### src/rtl/sqrt_arb_pkg.sv
// Shared types and width helpers for the round-robin square-root arbiter.
package sqrt_arb_pkg;

  typedef enum logic [1:0] {
    StIdle,
    StCalc,
    StDone
  } arb_state_e;

  // Bits needed to index n items, never less than one.
  function automatic int unsigned idx_width(input int unsigned n);
    int unsigned w;
    w = 1;
    for (int unsigned i = 1; i < 32; i++) begin
      if ((32'd1 << i) < n) w = i + 1;
    end
    return w;
  endfunction

  function automatic int unsigned root_width(input int unsigned w);
    return (w + 1) / 2;
  endfunction

endpackage

### src/rtl/sqrt_iter_core.sv
// Restoring square-root datapath: one radical bit pair per step, MSB pair first.
module sqrt_iter_core
  import sqrt_arb_pkg::*;
#(
  parameter int unsigned WIDTH = 16,
  localparam int unsigned QW = root_width(WIDTH),
  localparam int unsigned RW = QW + 1
) (
  input  logic             clk,
  input  logic             aclr,
  input  logic             start,
  input  logic             step,
  input  logic [WIDTH-1:0] radical,
  output logic [QW-1:0]    q,
  output logic [RW-1:0]    remainder
);

  localparam int unsigned PW = 2 * QW;

  logic [PW-1:0] rad_q;
  logic [QW-1:0] root_q;
  logic [RW-1:0] rem_q;
  logic [RW+1:0] rem_shift;
  logic [RW+1:0] trial;
  logic          fits;

  // Extra headroom on the shifted remainder keeps the compare exact.
  always_comb begin
    rem_shift = {rem_q, rad_q[PW-1 -: 2]};
    trial     = {1'b0, root_q, 2'b01};
    fits      = rem_shift >= trial;
  end

  always_ff @(posedge clk) begin
    if (aclr) begin
      rad_q  <= '0;
      root_q <= '0;
      rem_q  <= '0;
    end else if (start) begin
      rad_q  <= PW'(radical);
      root_q <= '0;
      rem_q  <= '0;
    end else if (step) begin
      rad_q  <= rad_q << 2;
      root_q <= (root_q << 1) | QW'(fits);
      rem_q  <= fits ? RW'(rem_shift - trial) : RW'(rem_shift);
    end
  end

  assign q         = root_q;
  assign remainder = rem_q;

endmodule

### src/rtl/sqrt_arbiter.sv
// Round-robin arbiter feeding a shared iterative square-root unit.
module sqrt_arbiter
  import sqrt_arb_pkg::*;
#(
  parameter int unsigned NREQ  = 4,
  parameter int unsigned WIDTH = 16,
  localparam int unsigned QW  = root_width(WIDTH),
  localparam int unsigned RW  = QW + 1,
  localparam int unsigned IDW = idx_width(NREQ)
) (
  input  logic                  clk,
  input  logic                  aclr,
  input  logic                  ena,
  input  logic [NREQ-1:0]       req_valid,
  input  logic [NREQ*WIDTH-1:0] req_radical,
  output logic [NREQ-1:0]       req_ready,
  output logic                  rsp_valid,
  input  logic                  rsp_ready,
  output logic [IDW-1:0]        rsp_id,
  output logic [QW-1:0]         q,
  output logic [RW-1:0]         remainder,
  output logic                  busy
);

  localparam int unsigned CW = idx_width(QW + 1);

  arb_state_e     state_q;
  logic [IDW-1:0] ptr_q;
  logic [IDW-1:0] id_q;
  logic [CW-1:0]  cnt_q;
  logic [QW-1:0]  q_hold_q;
  logic [RW-1:0]  rem_hold_q;

  logic [IDW-1:0] grant;
  logic           accept;
  logic           step;
  logic [QW-1:0]  core_q;
  logic [RW-1:0]  core_rem;

  always_comb begin
    logic found;
    grant = '0;
    found = 1'b0;
    for (int unsigned k = 0; k < NREQ; k++) begin
      int unsigned idx;
      idx = (int'(ptr_q) + k) % NREQ;
      if (!found && req_valid[IDW'(idx)]) begin
        grant = IDW'(idx);
        found = 1'b1;
      end
    end
  end

  assign accept = (state_q == StIdle) && ena && (|req_valid) && !aclr;
  assign step   = (state_q == StCalc) && ena;

  always_comb begin
    req_ready = '0;
    if (accept) req_ready[grant] = 1'b1;
  end

  sqrt_iter_core #(
    .WIDTH(WIDTH)
  ) u_core (
    .clk      (clk),
    .aclr     (aclr),
    .start    (accept),
    .step     (step),
    .radical  (req_radical[grant*WIDTH +: WIDTH]),
    .q        (core_q),
    .remainder(core_rem)
  );

  always_ff @(posedge clk) begin
    if (aclr) begin
      state_q    <= StIdle;
      ptr_q      <= '0;
      id_q       <= '0;
      cnt_q      <= '0;
      q_hold_q   <= '0;
      rem_hold_q <= '0;
    end else begin
      unique case (state_q)
        StIdle: begin
          if (accept) begin
            state_q <= StCalc;
            id_q    <= grant;
            cnt_q   <= '0;
            ptr_q   <= (grant == IDW'(NREQ - 1)) ? '0 : grant + IDW'(1);
          end
        end
        StCalc: begin
          if (ena) begin
            if (cnt_q == CW'(QW - 1)) begin
              state_q <= StDone;
              cnt_q   <= '0;
            end else begin
              cnt_q <= cnt_q + CW'(1);
            end
          end
        end
        StDone: begin
          // Snapshot the result so it survives the core's next operation.
          if (rsp_ready) begin
            state_q    <= StIdle;
            q_hold_q   <= core_q;
            rem_hold_q <= core_rem;
          end
        end
        default: state_q <= StIdle;
      endcase
    end
  end

  assign rsp_valid = (state_q == StDone);
  assign busy      = (state_q != StIdle);
  assign rsp_id    = id_q;
  assign q         = rsp_valid ? core_q : q_hold_q;
  assign remainder = rsp_valid ? core_rem : rem_hold_q;

endmodule

### config.mk
export PLATFORM = sky130hd
export DESIGN_NAME = sqrt_arbiter
export DESIGN_NICKNAME = d
export VERILOG_FILES = /design/src/rtl/sqrt_arb_pkg.sv /design/src/rtl/sqrt_iter_core.sv /design/src/rtl/sqrt_arbiter.sv
export SDC_FILE = /design/constraint.sdc
export NUM_CORES = 1
export LEC_CHECK = 0
export BUFFER_PORTS_ARGS = -buffer_cell sky130_fd_sc_hd__buf_2
export CORE_MARGIN = 2
export CORE_UTILIZATION = 50
export DETAILED_ROUTE_END_ITERATION = 8
export GPL_TIMING_DRIVEN = 0
export PLACE_DENSITY_LB_ADDON = 0.15
export SETUP_SLACK_MARGIN = 0.02
export SKIP_CTS_REPAIR_TIMING = 1
export SYNTH_ARGS = -nofsm -noshare
export SYNTH_HDL_FRONTEND = slang
export SYNTH_SLANG_ARGS = --single-unit
### constraint.sdc
create_clock -name clk -period 2.5 [get_ports clk]
set_input_delay 0.5 -clock clk [delete_from_list [all_inputs] [get_ports clk]]
set_output_delay 0.5 -clock clk [all_outputs]
set_load 0.05 [all_outputs]
==> run summary, run 1 <==
The startpoint identified for the worst hold timing path is req_radical[12]. The run gives 0.35 ns as the clock latency at the later pin of the worst-skew pair. The fraction of registers with async set or reset after synthesis came out at 0. After floorplanning, the core was sized to cover 6790 um2. The tools report the cell area after layout as 4700 um2.

The final reports fail on negative setup slack. The tools report the post-detailed-route DRC marker count as 0. The run finished, with violations left.

VDD sags by at most 0.000337 V. TritonCTS built the clock tree. The initial antenna violation count was 0.

The startpoint identified for the worst register-to-register timing path is u_core.q[2]. The top-area cell type share of the netlist area was 0.341. The worst setup path is launched from a flip-flop. The setup slack of the critical path after layout came out at -0.00688 ns. The arrival time at the worst endpoint is 2.01 ns, and the buffer levels on the longest clock path is 2. Across all layers, the routed design uses 3,785 vias. After synthesis the netlist holds a flip-flop and latch count of 60. After the first detailed-routing iteration, the DRC count stood at 190. Counting every net in the synthesized netlist gives 560. The number of warnings reported in the yosys synthesis log is 0. STA classifies the critical path endpoint as an output pin. The tools report the worst slew margin relative to its limit as 0.526.

Vertical die dimension: 88.0 um. The total power draw is 2.77 mW. Counting distinct cell types in the post-synthesis netlist gives 49. The logs give 0 for the number of pins exceeding their max-slew limit in the final report and 97 for the number of placed I/O pins. For the final database, setup skew stands at 0.0124 ns. The worst hold path passes through 3 cells. In the routed layout, each cell is associated on average with a via count of 5.41. For this run, the post-layout net count is 686.

The tools report the global-route wire length before repair as 15.8 mm. Clock-pin slew was measured on the worst setup and hold paths at 0.08 ns. Final critical-path share of the clock period: 1.00. The detail route stage leaves a number of antenna-violating nets equal to 0.

After detailed placement, the total cell area comes to 4130 um2. The tools report the synthesized netlist cell count as 473. Wires add up to 10.4 mm. The critical path is of the reg -> out type. The CTS sink count is 60, and the part of the Yosys area used for sequential elements is 0.341.

Dividing the detail-routed wire length by the instance count gives 14.9 um. The pin count of the biggest net entering global routing is 12, and the number of detailed-routing iterations run before antenna repair is 4. In this run the horizontal extent of the chip is 88.0 um. At the end of routability-driven placement, the weighted congestion stood at 0.879. Counting flops with a built-in enable in the synthesized netlist gives 0. In this run, placement finished with an instance count of 665.

The global-route congestion overflow total was 0; the die area was 7740 um2. For the depth of the CTS H-tree, the log shows 3. By area the synthesized netlist is led by dfxtp_1 34%, nand2_1 14%, a21oi_1 9.8%.

In this run the clock root is driven by a clkbuf_8. For the initial core utilization, the log shows 0.519. The tools report the total global-route track usage as 0.260. The number of global-route vias before repair is 3,506.

The most used flip-flop cell after synthesis is dfxtp_1. Static timing analysis puts the maximum clock frequency at 399 MHz. The count of max-cap constraint violations was 0; the required time of the worst setup path was 2.00 ns. The most repeated cell in the gate-level netlist after synthesis is nand2_1. The path class of the tightest hold or removal check is in -> reg. The number of hold violations in the final report came out at 0. In this run the worst path has a maximum fanout of 5. The number of buffers created by CTS is 9, and the half-perimeter wire length after placement is 7.17 mm. For the pin with the worst max-slew slack, the measured transition is 0.703 ns. The worst path in the final design needs a cycle of 2.51 ns, including I/O delays and setup.

The largest area contributor in the netlist is dfxtp_1. The number of antenna diodes in the final layout is 0. Share of post-route cells with drive strength above 1: 0.313. The total power divided by cell area was 589 nW/um2; the final cell utilization of the core was 0.692. Setup repair after global routing could not meet its margin everywhere. Compared with the post-synthesis result, the final layout area differs by 33.5%. The setup slack of the most critical reg-to-reg path is 0.11 ns, and the leakage component of the power is 2.05 nW. Once layout is complete, the cells apart from fillers number 700. Dividing the synthesized area by the synthesized cell count gives 7.45 um2. The worst register-to-register path has a depth of 9.

The reg-to-reg critical path endpoint is u_core.remainder[6]. The logs give 1 for the final count of negative-setup-slack endpoints and 30 for the standard-cell row count. By count the netlist is led by 132 x nand2_1, 69 x a21oi_1, 60 x dfxtp_1.

In this run the cell area of the synthesized design comes to 3520 um2. The number of buffers added on ports came out at 96. The end of the worst hold path is u_core.rad_q[12].
==> cell type report <==
cell class,instances,area (um2)
sequential,60,1210
multi-input combinational,372,2270
buffer,27,149
timing repair buffer,115,676
fill,593,2090
timing repair inverter,1,5.00
tap,96,120
inverter,13,58.8
clock inverter,6,88.8
clock buffer,10,128
==> cell usage in the layout, fill, tap and decap left out, types with 3 or more instances in the layout <==
cell type,count
dfxtp_2,3
buf_4,17
o221ai_1,4
clkbuf_8,9
mux2i_1,9
and2_1,4
xor2_1,3
nor3_1,5
clkbuf_1,15
nand3_1,5
o21ai_0,11
mux2_2,22
or3_1,10
a22o_1,3
ha_4,5
nand2_1,132
buf_6,6
ha_1,9
nor2_1,26
inv_1,11
dfxtp_1,56
buf_8,3
nand2b_1,4
xnor2_1,6
a31oi_1,5
a21oi_1,67
buf_2,96
==> registers in the layout, indices dropped and copies added, names as in the netlist <==
register and flops:
u_core.rad_q 16, rem_hold_q 9, u_core.remainder 9, q_hold_q 8, u_core.q 8, cnt_q 4
ptr_q 2, rsp_id 2, state_q 2
==> power by group <==
| group | internal, mW | leakage, nW | switching, mW |
|---|---|---|---|
| logic | 0.367 | 1.46 | 0.404 |
| clock network | 0.561 | 0.102 | 0.402 |
| registers | 1.00 | 0.489 | 0.0369 |
| total | 1.93 | 2.05 | 0.843 |
==> how the worst max path moves through the flow <==
stage	depth (start not counted)	slack, ns	end	start
detailed placement	9	-0.43	req_ready[3]	req_valid[0]
CTS	8	-0.65	req_ready[3]	ptr_q[1]
global route	7	-0.05	req_ready[3]	ptr_q[1]
floorplan	6	0.04	req_ready[0]	req_valid[0]
global placement	9	-0.42	req_ready[3]	req_valid[0]
finish	7	-0.007	req_ready[3]	ptr_q[1]
==> cells by family after synthesis <==
logic type,share of synthesized area
XOR/XNOR,0.0224
multiplexers,0.0958
adder cells (fa/ha/maj),0.0532
AO/OA/AOI/OAI,0.187
flip-flops,0.341
AND/OR/NAND/NOR,0.250
buffers and inverters,0.0515
==> per-layer routing <==
metal  track usage  part of all wire
met2         0.442              0.51
met5             0                 0
met4        0.0965             0.026
met3        0.0443             0.049
met1         0.329              0.42
==> worst max-delay path: stages, from the launching register on <==
cell      delay, ns
dfxtp_4        0.37
a21oi_2        0.05
o21a_2         0.23
o22ai_4        0.31
clkinv_4       0.14
ha_1           0.23
and2_1         0.16
buf_6          0.15
==> stage by stage <==
| step | setup TNS, ns | worst slack, ns | hold slack (ns) |
|---|---|---|---|
| global placement | -1.52 | -0.422 | 0.433 |
| finish | -0.00688 | -0.00688 | 0.407 |
| floorplan | 0 | 0.0426 | 0.434 |
| global route | -0.127 | -0.0495 | 0.417 |
| detailed placement | -1.69 | -0.430 | 0.437 |
| CTS | -6.38 | -0.647 | 0.404 |
Note: power is estimated with default switching activity, not from simulation.
==> run 2, diff against run 1 <==
--- a/config.mk
+++ b/config.mk
@@ -7,7 +7,7 @@
 export LEC_CHECK = 0
 export BUFFER_PORTS_ARGS = -buffer_cell sky130_fd_sc_hd__buf_2
 export CORE_MARGIN = 2
-export CORE_UTILIZATION = 50
+export CORE_UTILIZATION = 30
 export DETAILED_ROUTE_END_ITERATION = 8
 export GPL_TIMING_DRIVEN = 0
 export PLACE_DENSITY_LB_ADDON = 0.15
==> run summary, run 2 (synthesis results as in run 1) <==
Leaving out fill and tap cells, the most frequent cells in the layout are 132 x nand2_1, 97 x buf_2, 69 x a21oi_1. The post-detailed-route DRC marker count was 0 (unchanged); the number of antenna cells inserted was 0 (unchanged). The run finished with clean final reports.

The setup path with the least slack is of type reg -> out. The slew at the pin closest to its max-slew limit was 0.679 ns (-0.0244 ns); the number of global-route vias before repair was 3,626 (+3.4%). The count of max-cap constraint violations is 0 (unchanged), and the final critical-path share of the clock period is 0.978 (-0.0244). The tools report the leakage component of the power as 2.06 nW (+0.54%). For the multi-input combinational cell area, the log shows 2180 um2 (-3.9%). The worst-case reg-to-reg path depth was 9 (unchanged). The tools report the reg-to-reg critical path endpoint as u_core.q[0]. Setup repair after global routing could not meet its margin everywhere. The library cell used most frequently in the layout, excluding fill and tap cells, is nand2_1. The setup slack of the most critical reg-to-reg path is 0.15 ns (+0.04 ns), and the post-route minimum period is 2.45 ns (-0.0611 ns). The top fanout value on the critical path works out to 6 (+1).

Area of the core region: 11,400 um2 (+68%). The tools report the origin of the worst setup path as ptr_q[1]. The logs give 2 (unchanged) for the buffer levels on the longest clock path and 0.822 (-6.5%) for the placer congestion estimate.

The final cell utilization of the core was 0.411 (-0.281); the number of nets with antenna violations after routing was 0 (unchanged). The global-route congestion overflow total was 0 (unchanged). The tools report the net count of the finished layout as 683 (-0.44%).

The number of flip-flops in the largest register came out at 16 (unchanged). The final count of negative-setup-slack endpoints is 0 (-1). The number of placed I/O pins was 97 (unchanged). Number of hold violations in the final report: 0 (unchanged). Ranked by flip-flop count, first place goes to u_core.rad_q. The number of pins exceeding their max-slew limit in the final report is 0 (unchanged), and the post-placement setup slack is -0.542 ns (-0.111 ns). The global-route wire length before repair was 17.2 mm (+9.0%). The detailed-route via count came out at 3,644 (-3.7%).

The tools report the count of filler cells inserted in the layout as 1,244 (+110%). The worst setup path is launched from a flip-flop. The number of buffers added on ports came out at 96 (unchanged).

STA classifies the critical path endpoint as an output pin. The clock-pin slew of the registers on the worst-case setup and hold paths was 0.05 ns (-0.03 ns); the clock latency at the later pin of the worst-skew pair was 0.33 ns (-0.02 ns). The tools report the setup slack of the critical path after layout as 0.0542 ns (+0.0611 ns). The half-perimeter wire length after placement was 7.91 mm (+10%); the share of post-route cells with drive strength above 1 was 0.292 (-0.0212). The top achievable clock speed is 409 MHz (+2.5%), and the arrival time at the worst endpoint is 1.95 ns (-0.06 ns).

The maximum ir drop on the vdd rail came out at 0.000299 V (-11%). Count of routing violations after the opening detailed-route iteration: 155 (-18%). The cell at the root of the clock tree is clkbuf_16.

The tools report the end point of the critical path as req_ready[3]. The standard-cell row count is 39 (+30%). The overall die width is 112 um (+28%), and the worst slew margin relative to its limit is 0.543 (+0.0164).

The tools report the initial antenna violation count as 0 (unchanged). The logs give 12,600 um2 (+63%) for the die area and 3 (unchanged) for the depth of the CTS H-tree. The post-detailed-route via-to-cell ratio works out to 4.90 (-9.3%). Number of buffers created by CTS: 9 (unchanged). TritonCTS built the clock tree.

The layout-stage area growth over the synthesis result is 33.2%. The worst hold path belongs to the class in -> reg. The number of detailed-routing iterations run before antenna repair came out at 4 (unchanged). The final wirelength came out at 10.6 mm (+2.2%). The total power divided by cell area works out to 633 nW/um2 (+7.3%). The routed length per instance was 14.3 um (-3.7%); the area occupied by registers was 1210 um2 (-0.21%). The worst flop-to-flop path startpoint is u_core.q[2]. The clock skew after layout came out at 0.00616 ns (-0.00625 ns). Vertical die dimension: 112 um (+28%). The total global-route track usage came out at 0.170 (-0.0894). The initial core utilization was 0.309 (-0.210). The logs give 60 (unchanged) for the CTS sink count and 12 (unchanged) for the pin count of the biggest net entering global routing. For the required time of the worst setup path, the log shows 2.00 ns (about the same).
==> run 2: changes by cell type in the layout (fill, tap and decap cells not counted), moves of 3 or more <==
cell	previous run	this run
ha_4	5	0
ha_1	9	14
clkbuf_16	0	9
clkbuf_8	9	1
buf_8	3	0
==> run 2: power by group <==
part	internal (mW)	switching, mW	total, mW
registers	1.00	0.0367	1.04
clock network	0.786	0.428	1.21
logic	0.330	0.385	0.715
total	2.12	0.850	2.97
==> run 2: worst min-delay path by stage <==
stage                    start                to  cells past startpoint
3_5_place_dp         rsp_id[0]         rsp_id[0]                      2
3_3_place_gp         rsp_id[0]         rsp_id[0]                      2
6_report       req_radical[12]  u_core.rad_q[12]                      3
4_1_cts        req_radical[12]  u_core.rad_q[12]                      3
5_1_grt        req_radical[44]  u_core.rad_q[12]                      3
2_1_floorplan      q_hold_q[0]       q_hold_q[0]                      2
==> run 2: area by class of cell <==
cell class	instances	area share
inverter	13	0.0120
buffer	27	0.0320
sequential	60	0.257
clock inverter	5	0.0112
tap	143	0.0381
timing repair buffer	114	0.134
multi-input combinational	371	0.465
clock buffer	10	0.0509
==> run 2: metal layers <==
metal,vias up,GRT usage,share of wire
li1,1860,-,-
met1,1695,0.211,0.45
met3,11,0.0421,0.044
met2,78,0.299,0.49
met5,-,0,0
met4,0,0.0390,0.010
==> run 2: critical path, cell delays in order, from the launching register on <==
cell     delay [ns]
dfxtp_4        0.37
mux2i_1        0.20
nor2_1         0.06
or3_4          0.41
inv_4          0.10
ha_2           0.18
and2_1         0.15
buf_6          0.16
==> run 2: stage by stage <==
| stage | cells | TNS, ns | hold WS (ns) | instance area, um2 | power (mW) |
|---|---|---|---|---|---|
| global route | 743 | -0.0175 | 0.433 | 4700 | 3.13 |
| detailed placement | 712 | -2.68 | 0.436 | 4190 | 1.68 |
| finish | 743 | 0 | 0.437 | 4700 | 2.97 |
| global placement | 712 | -2.15 | 0.432 | 4190 | 1.67 |
| floorplan | 473 | 0 | 0.434 | 3530 | 1.49 |
| CTS | 727 | -6.70 | 0.428 | 4480 | 2.90 |
